### config.mk
export PLATFORM = sky130hd
export DESIGN_NAME = dds_multi_gen_flat
export DESIGN_NICKNAME = d
export VERILOG_FILES = /design/src/rtl/dds_multi_gen_if.sv /design/src/rtl/dds_multi_gen.sv /design/src/flat_wrapper.sv
export SDC_FILE = /design/constraint.sdc
export NUM_CORES = 1
export LEC_CHECK = 0
export ABC_AREA = 0
export CORE_AREA = 2 2 198 200
export DETAILED_ROUTE_END_ITERATION = 6
export DIE_AREA = 0 0 200 202
export GPL_TIMING_DRIVEN = 0
export PLACE_DENSITY = 0.93
export SETUP_SLACK_MARGIN = 0.2
export SLEW_MARGIN = 5
export SYNTH_ARGS = -nofsm -noshare
export SYNTH_HDL_FRONTEND = slang
export SYNTH_SLANG_ARGS = --single-unit
### constraint.sdc
create_clock -name clk -period 16.14 [get_ports clk]
set_input_delay 3.228 -clock clk [delete_from_list [all_inputs] [get_ports clk]]
set_output_delay 3.228 -clock clk [all_outputs]
set_load 0.005 [all_outputs]
### src/rtl/dds_multi_gen_if.sv
`default_nettype none
// ============================================================================
// Module      : dds_multi_gen_if
// Description : Byte-wise command channel between the UART receiver and the
//               DDS generator: received-byte strobe in, ack/err pulses out.
// Revision    : 1.0 - initial release
// ============================================================================
interface dds_multi_gen_if;
  logic       cmd_valid;
  logic [7:0] cmd_data;
  logic       cmd_ack;
  logic       cmd_err;

  modport master (
    output cmd_valid,
    output cmd_data,
    input  cmd_ack,
    input  cmd_err
  );

  modport slave (
    input  cmd_valid,
    input  cmd_data,
    output cmd_ack,
    output cmd_err
  );
endinterface
`default_nettype wire

### src/rtl/dds_multi_gen.sv
`default_nettype none
// ============================================================================
// Module      : dds_multi_gen
// Description : Multi-channel DDS generator. Each channel has a phase
//               accumulator, frequency word, phase offset, waveform mode,
//               amplitude and enable, programmed through a checksummed
//               7-byte command frame. Output latency is 4 cycles in all modes.
// Revision    : 1.0 - initial release
// ============================================================================
module dds_multi_gen #(
  parameter int CHANNELS  = 2,
  parameter int ACC_W     = 32,
  parameter int ADDR_W    = 8,
  parameter int DATA_W    = 8,
  parameter int FREQ_INIT = 85899,
  parameter int TIMEOUT   = 500000
) (
  input  logic                       clk,
  input  logic                       rst_n,
  dds_multi_gen_if.slave             cmd,
  output logic [CHANNELS*ADDR_W-1:0] lut_addr,
  input  logic [CHANNELS*DATA_W-1:0] lut_data,
  output logic [CHANNELS*DATA_W-1:0] dac_data
);

  localparam logic [7:0] SYNC_BYTE = 8'hA5;
  localparam int TO_W = (TIMEOUT < 1) ? 1 : $clog2(TIMEOUT + 1);
  localparam int MID  = 2 ** (DATA_W - 1);
  // Scaling arithmetic width: signed (DATA_W+1)-bit difference times 9-bit gain
  localparam int SW   = DATA_W + 10;
  // Only the top DATA_W+1 phase bits are needed by the internal waveforms
  localparam int PH_W = DATA_W + 1;

  typedef enum logic [1:0] {
    IDLE = 2'd0,
    CMD  = 2'd1,
    DATA = 2'd2,
    CHK  = 2'd3
  } state_t;

  state_t          state;
  state_t          state_nxt;
  logic [7:0]      cmd_byte;
  logic [7:0]      chk_acc;
  logic [31:0]     data_word;
  logic [1:0]      byte_cnt;
  logic [TO_W-1:0] idle_cnt;
  logic            frame_done;
  logic            frame_ok;
  logic            addr_ok;
  logic            ack_r;
  logic            err_r;
  logic            wr_en;
  logic            sync;
  logic [3:0]      wr_ch;
  logic [3:0]      wr_reg;

  assign wr_ch  = cmd_byte[7:4];
  assign wr_reg = cmd_byte[3:0];

  // Sync ignores the channel field; every other register needs an existing channel
  assign addr_ok = (wr_reg == 4'd5) ||
                   ((wr_reg < 4'd5) && ({1'b0, wr_ch} < 5'(CHANNELS)));

  assign wr_en = frame_done && frame_ok;
  assign sync  = wr_en && (wr_reg == 4'd5);

  assign cmd.cmd_ack = ack_r;
  assign cmd.cmd_err = err_r;

  // Parser next-state and frame verdict
  always_comb begin
    state_nxt  = state;
    frame_done = 1'b0;
    frame_ok   = 1'b0;
    case (state)
      IDLE: if (cmd.cmd_valid && (cmd.cmd_data == SYNC_BYTE)) state_nxt = CMD;
      CMD:  if (cmd.cmd_valid) state_nxt = DATA;
      DATA: if (cmd.cmd_valid && (byte_cnt == 2'd3)) state_nxt = CHK;
      CHK: begin
        if (cmd.cmd_valid) begin
          state_nxt  = IDLE;
          frame_done = 1'b1;
          frame_ok   = (cmd.cmd_data == chk_acc) && addr_ok;
        end
      end
      default: state_nxt = IDLE;
    endcase
    // A stalled frame is dropped silently once the idle budget is exhausted
    if ((state != IDLE) && !cmd.cmd_valid && (idle_cnt == TO_W'(TIMEOUT)))
      state_nxt = IDLE;
  end

  // Parser state register
  always_ff @(posedge clk or negedge rst_n) begin
    if (!rst_n) state <= IDLE;
    else        state <= state_nxt;
  end

  // Frame assembly: command byte, big-endian data word and running checksum
  always_ff @(posedge clk or negedge rst_n) begin
    if (!rst_n) begin
      cmd_byte  <= 8'd0;
      chk_acc   <= 8'd0;
      data_word <= 32'd0;
      byte_cnt  <= 2'd0;
    end else if (cmd.cmd_valid) begin
      case (state)
        CMD: begin
          cmd_byte <= cmd.cmd_data;
          chk_acc  <= cmd.cmd_data;
          byte_cnt <= 2'd0;
        end
        DATA: begin
          data_word <= {data_word[23:0], cmd.cmd_data};
          chk_acc   <= chk_acc ^ cmd.cmd_data;
          byte_cnt  <= byte_cnt + 2'd1;
        end
        default: ;
      endcase
    end
  end

  // Idle-cycle counter for the inter-byte timeout, saturating at TIMEOUT
  always_ff @(posedge clk or negedge rst_n) begin
    if (!rst_n)
      idle_cnt <= '0;
    else if ((state == IDLE) || cmd.cmd_valid)
      idle_cnt <= '0;
    else if (idle_cnt != TO_W'(TIMEOUT))
      idle_cnt <= idle_cnt + 1'b1;
  end

  // One-cycle verdict pulses, aligned with the register update
  always_ff @(posedge clk or negedge rst_n) begin
    if (!rst_n) begin
      ack_r <= 1'b0;
      err_r <= 1'b0;
    end else begin
      ack_r <= frame_done && frame_ok;
      err_r <= frame_done && !frame_ok;
    end
  end

  for (genvar k = 0; k < CHANNELS; k++) begin : g_ch
    logic [ACC_W-1:0]     freq;
    logic [ACC_W-1:0]     offset;
    logic [ACC_W-1:0]     acc;
    logic [ACC_W-1:0]     ph;
    logic [1:0]           mode;
    logic [7:0]           amp;
    logic                 en;
    logic                 sel;
    logic [ADDR_W-1:0]    addr_r;
    logic [PH_W-1:0]      ph1;
    logic [PH_W-1:0]      ph2;
    logic [1:0]           mode1;
    logic [1:0]           mode2;
    logic [7:0]           amp1;
    logic [7:0]           amp2;
    logic [7:0]           amp3;
    logic                 en1;
    logic                 en2;
    logic                 en3;
    logic [DATA_W-1:0]    lut_k;
    logic [DATA_W-1:0]    wave;
    logic [DATA_W-1:0]    wave3;
    logic [DATA_W-1:0]    scaled;
    logic [DATA_W-1:0]    dac_r;
    logic signed [SW-1:0] diff;
    logic signed [SW-1:0] gain;
    logic signed [SW-1:0] prod;
    logic signed [SW-1:0] sum;

    assign sel   = wr_en && (wr_ch == 4'(k));
    assign ph    = acc + offset;
    assign lut_k = lut_data[k*DATA_W +: DATA_W];

    assign lut_addr[k*ADDR_W +: ADDR_W] = addr_r;
    assign dac_data[k*DATA_W +: DATA_W] = dac_r;

    // Channel register file, written by an accepted frame
    always_ff @(posedge clk or negedge rst_n) begin
      if (!rst_n) begin
        freq   <= ACC_W'(FREQ_INIT);
        offset <= '0;
        mode   <= 2'd0;
        amp    <= 8'hFF;
        en     <= 1'b1;
      end else if (sel) begin
        case (wr_reg)
          4'd0:    freq   <= data_word[ACC_W-1:0];
          4'd1:    offset <= data_word[ACC_W-1:0];
          4'd2:    mode   <= data_word[1:0];
          4'd3:    amp    <= data_word[7:0];
          4'd4:    en     <= data_word[0];
          default: ;
        endcase
      end
    end

    // Phase accumulator; a sync clear overrides the step and the enable
    always_ff @(posedge clk or negedge rst_n) begin
      if (!rst_n)    acc <= '0;
      else if (sync) acc <= '0;
      else if (en)   acc <= acc + freq;
    end

    // Stages 1-2: ROM address and phase/config carried alongside the ROM read
    always_ff @(posedge clk or negedge rst_n) begin
      if (!rst_n) begin
        addr_r <= '0;
        ph1    <= '0;
        ph2    <= '0;
        mode1  <= 2'd0;
        mode2  <= 2'd0;
        amp1   <= 8'hFF;
        amp2   <= 8'hFF;
        en1    <= 1'b0;
        en2    <= 1'b0;
      end else begin
        addr_r <= ADDR_W'(ph >> (ACC_W - ADDR_W));
        ph1    <= PH_W'(ph >> (ACC_W - PH_W));
        ph2    <= ph1;
        mode1  <= mode;
        mode2  <= mode1;
        amp1   <= amp;
        amp2   <= amp1;
        en1    <= en;
        en2    <= en1;
      end
    end

    // Waveform selection, lined up with the ROM data
    always_comb begin
      wave = lut_k;
      case (mode2)
        2'd0:    wave = lut_k;
        2'd1:    wave = ph2[PH_W-1] ? '1 : '0;
        2'd2:    wave = ph2[PH_W-1] ? ~ph2[PH_W-2:0] : ph2[PH_W-2:0];
        2'd3:    wave = ph2[PH_W-1 -: DATA_W];
        default: wave = lut_k;
      endcase
    end

    // Stage 3: registered waveform sample
    always_ff @(posedge clk or negedge rst_n) begin
      if (!rst_n) begin
        wave3 <= DATA_W'(MID);
        amp3  <= 8'hFF;
        en3   <= 1'b0;
      end else begin
        wave3 <= wave;
        amp3  <= amp2;
        en3   <= en2;
      end
    end

    // Amplitude scaling about midscale with an arithmetic shift
    always_comb begin
      diff   = $signed(SW'(wave3)) - $signed(SW'(MID));
      gain   = $signed(SW'(amp3)) + $signed(SW'(1));
      prod   = diff * gain;
      sum    = $signed(SW'(MID)) + (prod >>> 8);
      scaled = DATA_W'(sum);
    end

    // Stage 4: output sample, midscale while disabled
    always_ff @(posedge clk or negedge rst_n) begin
      if (!rst_n) dac_r <= DATA_W'(MID);
      else        dac_r <= en3 ? scaled : DATA_W'(MID);
    end
  end

endmodule
`default_nettype wire

### src/flat_wrapper.sv
// flat-port wrapper written by rule: the top's interface ports become plain ports
module dds_multi_gen_flat 
#(
  parameter int CHANNELS  = 2,
  parameter int ACC_W     = 32,
  parameter int ADDR_W    = 8,
  parameter int DATA_W    = 8,
  parameter int FREQ_INIT = 85899,
  parameter int TIMEOUT   = 500000
)
  (clk, rst_n, lut_addr, lut_data, dac_data, cmd_cmd_valid, cmd_cmd_data, cmd_cmd_ack, cmd_cmd_err);
  dds_multi_gen_if cmd_i ();
  input  logic clk;
  input  logic rst_n;
  output logic [CHANNELS*ADDR_W-1:0] lut_addr;
  input  logic [CHANNELS*DATA_W-1:0] lut_data;
  output logic [CHANNELS*DATA_W-1:0] dac_data;
  input wire logic [$bits(cmd_i.cmd_valid)-1:0] cmd_cmd_valid;
  input wire logic [$bits(cmd_i.cmd_data)-1:0] cmd_cmd_data;
  output wire logic [$bits(cmd_i.cmd_ack)-1:0] cmd_cmd_ack;
  output wire logic [$bits(cmd_i.cmd_err)-1:0] cmd_cmd_err;
  assign cmd_i.cmd_valid = cmd_cmd_valid;
  assign cmd_i.cmd_data = cmd_cmd_data;
  assign cmd_cmd_ack = cmd_i.cmd_ack;
  assign cmd_cmd_err = cmd_i.cmd_err;
  dds_multi_gen #(.CHANNELS(CHANNELS), .ACC_W(ACC_W), .ADDR_W(ADDR_W), .DATA_W(DATA_W), .FREQ_INIT(FREQ_INIT), .TIMEOUT(TIMEOUT)) u_core (.clk(clk), .rst_n(rst_n), .cmd(cmd_i), .lut_addr(lut_addr), .lut_data(lut_data), .dac_data(dac_data));
endmodule
==> results.sh <==
export IMPL_status="complete, no violations"
export IMPL_ys_ff_latch=417
export IMPL_grt_antenna_before_repair=2
export IMPL_yosysWarnings=0
export IMPL_io_pins=61
export IMPL_critPathMaxStageDelay_ps=750
export IMPL_syn_nets=2470
export IMPL_final_area_um2=27500
export IMPL_ys_top_cells_by_area="dfrtp_1, ha_1, dfstp_2"
export IMPL_rsz0062_at_grt="false"
export IMPL_hold_class="reg2reg"
export IMPL_die_h_um=202
export IMPL_cp_slowest_cell="fa_1"
export IMPL_dpl_worst_slack_ps=9470
export IMPL_cap_violations=0
export IMPL_crit_path_max_fanout=11
export IMPL_synth_ff_type="dfrtp_1"
export IMPL_numCtsBuffers=42
export IMPL_grt_overflow=0
export IMPL_fin_crit_sh=0.447
export IMPL_setup_viol=0
export IMPL_synth_common_cells="dfrtp_1, ha_1, mux2_2, nor2_1, nand2_1"
export IMPL_seq_area_frac_synth=0.428
export IMPL_die_w_um=200
export IMPL_finalHoldViolCount=0
export IMPL_grt_pass1_vias=20200
export IMPL_startpoint_type="flop"
export IMPL_finalSetupTns_ps=0
export IMPL_num_rows=72
export IMPL_peakVddDrop_mv=0.0764
export IMPL_vias=18300
export IMPL_synth_edf_count=0
export IMPL_cp_top_family="adder cells"
export IMPL_synth_avg_cell_area_um2=11.5
export IMPL_power_mw=2.67
export IMPL_clk_pin_slew_ps=70
export IMPL_worst_r2r_setup_slack_ps=8930
export IMPL_grt_pass1_wl_um=110000
export IMPL_vias_per_cell=6.54
export IMPL_tritoncts="done"
export IMPL_cts_setup_buffers=0
export IMPL_cp_required_ps=16640
export IMPL_ctsHoldBuffers=0
export IMPL_skew_ps=20.8
export IMPL_grt_use_total=0.355
export IMPL_antenna_left=0
export IMPL_cts_buffer_depth=3
export IMPL_tightestPinTransition_ps=1050
export IMPL_synth_cell_types=77
export IMPL_drt_wl_total_um=67900
export IMPL_clock_sinks=417
export IMPL_grt_max_degree=124
export IMPL_clockRootBuffer="clkbuf_16"
export IMPL_area_growth_pct=11.5
export IMPL_core_area_um2=38300
export IMPL_clk_latency_ps=570
export IMPL_post_route_util=0.718
export IMPL_synth_most_common_cell="dfrtp_1"
export IMPL_layout_drive_gt1_share=0.180
export IMPL_start_util=0.644
export IMPL_fillers=2116
export IMPL_place_hpwl_um=42200
export IMPL_relSlewSlack=0.298
export IMPL_syn_area_um2=24700
export IMPL_layout_min_cycle_time_ps=7210
export IMPL_nets=2577
export IMPL_dr_pass1_iters=6
export IMPL_worst_endpoint_arrival_ps=7700
export IMPL_die_area_um2=40400
export IMPL_synthCells=2142
export IMPL_critPathCaptureType="flop"
export IMPL_ctsResizeCount=0
export IMPL_yosys_area_top_type="dfrtp_1"
export IMPL_power_static_leakage_nw=13.0
export IMPL_powerDensity_nw_per_um2=97.0
export IMPL_post_route_worst_setup_slack_ps=8930
export IMPL_setup_worst_path_class="reg2reg"
export IMPL_placed_area_um2=26000
export IMPL_drt_iter0_drc=1975
export IMPL_htreeDepth=2
export IMPL_drc=0
export IMPL_async_flop_share=1.00
export IMPL_fmax_ghz=0.139
export IMPL_port_buffers=60
export IMPL_drv_slew=0
export IMPL_wl_per_cell_um=24.2
export IMPL_gp_congestion=0.930
export IMPL_synth_top_cell_area_share=0.332
export IMPL_worst_path_buf_inv=3
export IMPL_cp_cell_sequence="ha_1 > nand3_1 > nor2_1 > xor2_1 > nand2_1 > fa_1 > inv_1 > fa_1 > fa_1 > fa_1 > inv_1 > fa_1 > inv_1 > ha_1 > nor2b_1 > o221a_2 > a21oi_1 > o21bai_1 > xor2_1 > and2_1"
export IMPL_path_common_cell="fa_1"
==> metal layers <==
metal	vias up	global-route usage	wire length (µm)
li1	7626	-	-
met1	9007	0.395	23600
met2	1241	0.553	32200
met3	446	0.145	6870
met4	2	0.245	5200
met5	-	0.00123	9
==> per-stage QoR <==
stage          hold slack [ps]  instances
2_1_floorplan              331       2142
3_3_place_gp               334       2720
3_5_place_dp               336       2723
4_1_cts                    340       2799
5_1_grt                    347       2799
6_report                   338       2801
==> sequential cells by signal (all words and copies together) (netlist names), 16 cells and up <==
name	count
u_core.g_ch.acc	64
u_core.g_ch.freq	64
u_core.g_ch.offset	64
u_core.data_word	32
u_core.idle_cnt	19
u_core.g_ch.ph2	18
u_core.g_ch.addr_r	16
u_core.g_ch.amp1	16
u_core.g_ch.amp2	16
u_core.g_ch.amp3	16
u_core.g_ch.amp	16
u_core.g_ch.dac_r	16
u_core.g_ch.wave3	16
==> worst paths after layout <==
kind                                         from                      end  cells after the start
max in group asynchronous                   rst_n       u_core.idle_cnt[8]                      3
setup / recovery           u_core.g_ch[0].amp3[0]  u_core.g_ch[0].dac_r[5]                     20
hold reg to reg                u_core.g_ch[1].en1       u_core.g_ch[1].en2                      0
min in group asynchronous                   rst_n  u_core.g_ch[1].dac_r[4]                      1
hold / removal                 u_core.g_ch[1].en1       u_core.g_ch[1].en2                      0
setup reg to reg           u_core.g_ch[0].amp3[0]  u_core.g_ch[0].dac_r[5]                     20
==> power by group <==
part / internal, mW / switching [mW] / total, mW
clock: 0.624 / 0.432 / 1.06
sequential: 1.12 / 0.157 / 1.28
combinational: 0.140 / 0.191 / 0.330
total: 1.89 / 0.780 / 2.67
==> layout by cell type (no fill, tap or decap), types with 6 or more instances in the layout <==
| master | Yosys | final |
|---|---|---|
| a21o_1 | 45 | 45 |
| dfstp_2 | 90 | 90 |
| clkdlybuf4s50_1 | 0 | 59 |
| a21oi_1 | 88 | 88 |
| mux2i_1 | 56 | 56 |
| o211ai_1 | 6 | 6 |
| buf_1 | 17 | 17 |
| o21bai_1 | 7 | 7 |
| and3_1 | 11 | 11 |
| dfrtp_1 | 327 | 327 |
| or3_1 | 7 | 7 |
| fa_1 | 100 | 100 |
| o21a_1 | 19 | 19 |
| nand2b_1 | 22 | 22 |
| nor3_1 | 29 | 29 |
| and2_1 | 67 | 67 |
| nand3_1 | 41 | 41 |
| nand2_1 | 143 | 143 |
| ha_1 | 201 | 201 |
| clkbuf_1 | 38 | 44 |
| a211oi_1 | 11 | 11 |
| a31oi_1 | 8 | 8 |
| and4_1 | 6 | 6 |
| clkinv_2 | 0 | 7 |
| nor2b_1 | 27 | 27 |
| xor2_1 | 65 | 65 |
| mux2_2 | 185 | 185 |
| o21ai_0 | 53 | 53 |
| nor2_1 | 156 | 156 |
| clkbuf_16 | 0 | 46 |
| nand3b_1 | 6 | 6 |
| inv_1 | 105 | 105 |
| clkbuf_8 | 0 | 9 |
| buf_2 | 9 | 9 |
| nor3b_1 | 6 | 6 |
| xnor2_1 | 71 | 71 |
| mux4_2 | 14 | 14 |
| nand4_1 | 9 | 9 |
| buf_4 | 16 | 16 |
==> area by class of cell <==
type | instances | area, µm² | share of cell area
timing repair buffer | 63 | 688 | 0.0250
clock inverter | 15 | 188 | 0.00683
sequential | 417 | 10500 | 0.384
clock buffer | 61 | 1300 | 0.0472
multi-input combinational | 1540 | 13300 | 0.485
buffer | 80 | 372 | 0.0135
antenna | 2 | 5.00 | 0.000182
inverter | 105 | 394 | 0.0143
tap | 518 | 648 | 0.0236
==> worst register-to-register path, stage by stage, from the launching register on <==
cell	delay (ps)
dfstp_2	670
ha_1	240
nand3_1	150
nor2_1	230
xor2_1	690
nand2_1	240
fa_1	570
inv_1	50
fa_1	540
fa_1	490
fa_1	750
inv_1	110
fa_1	520
inv_1	40
ha_1	290
nor2b_1	360
o221a_2	460
a21oi_1	170
o21bai_1	190
xor2_1	200
and2_1	180
==> kinds of logic (layout without fill, tap and decap cells) <==
| family | after synthesis | in the layout | synth area share |
|---|---|---|---|
| other | 0 | 2 | 0 |
| flip-flops | 417 | 417 | 0.428 |
| AO/OA/AOI/OAI | 290 | 290 | 0.0779 |
| XOR/XNOR | 136 | 136 | 0.0483 |
| buffers and inverters | 185 | 324 | 0.0311 |
| adder cells (fa/ha/maj) | 301 | 301 | 0.183 |
| multiplexers | 259 | 259 | 0.122 |
| AND/OR/NAND/NOR | 554 | 554 | 0.110 |
Note: power is estimated with default switching activity, not from simulation.
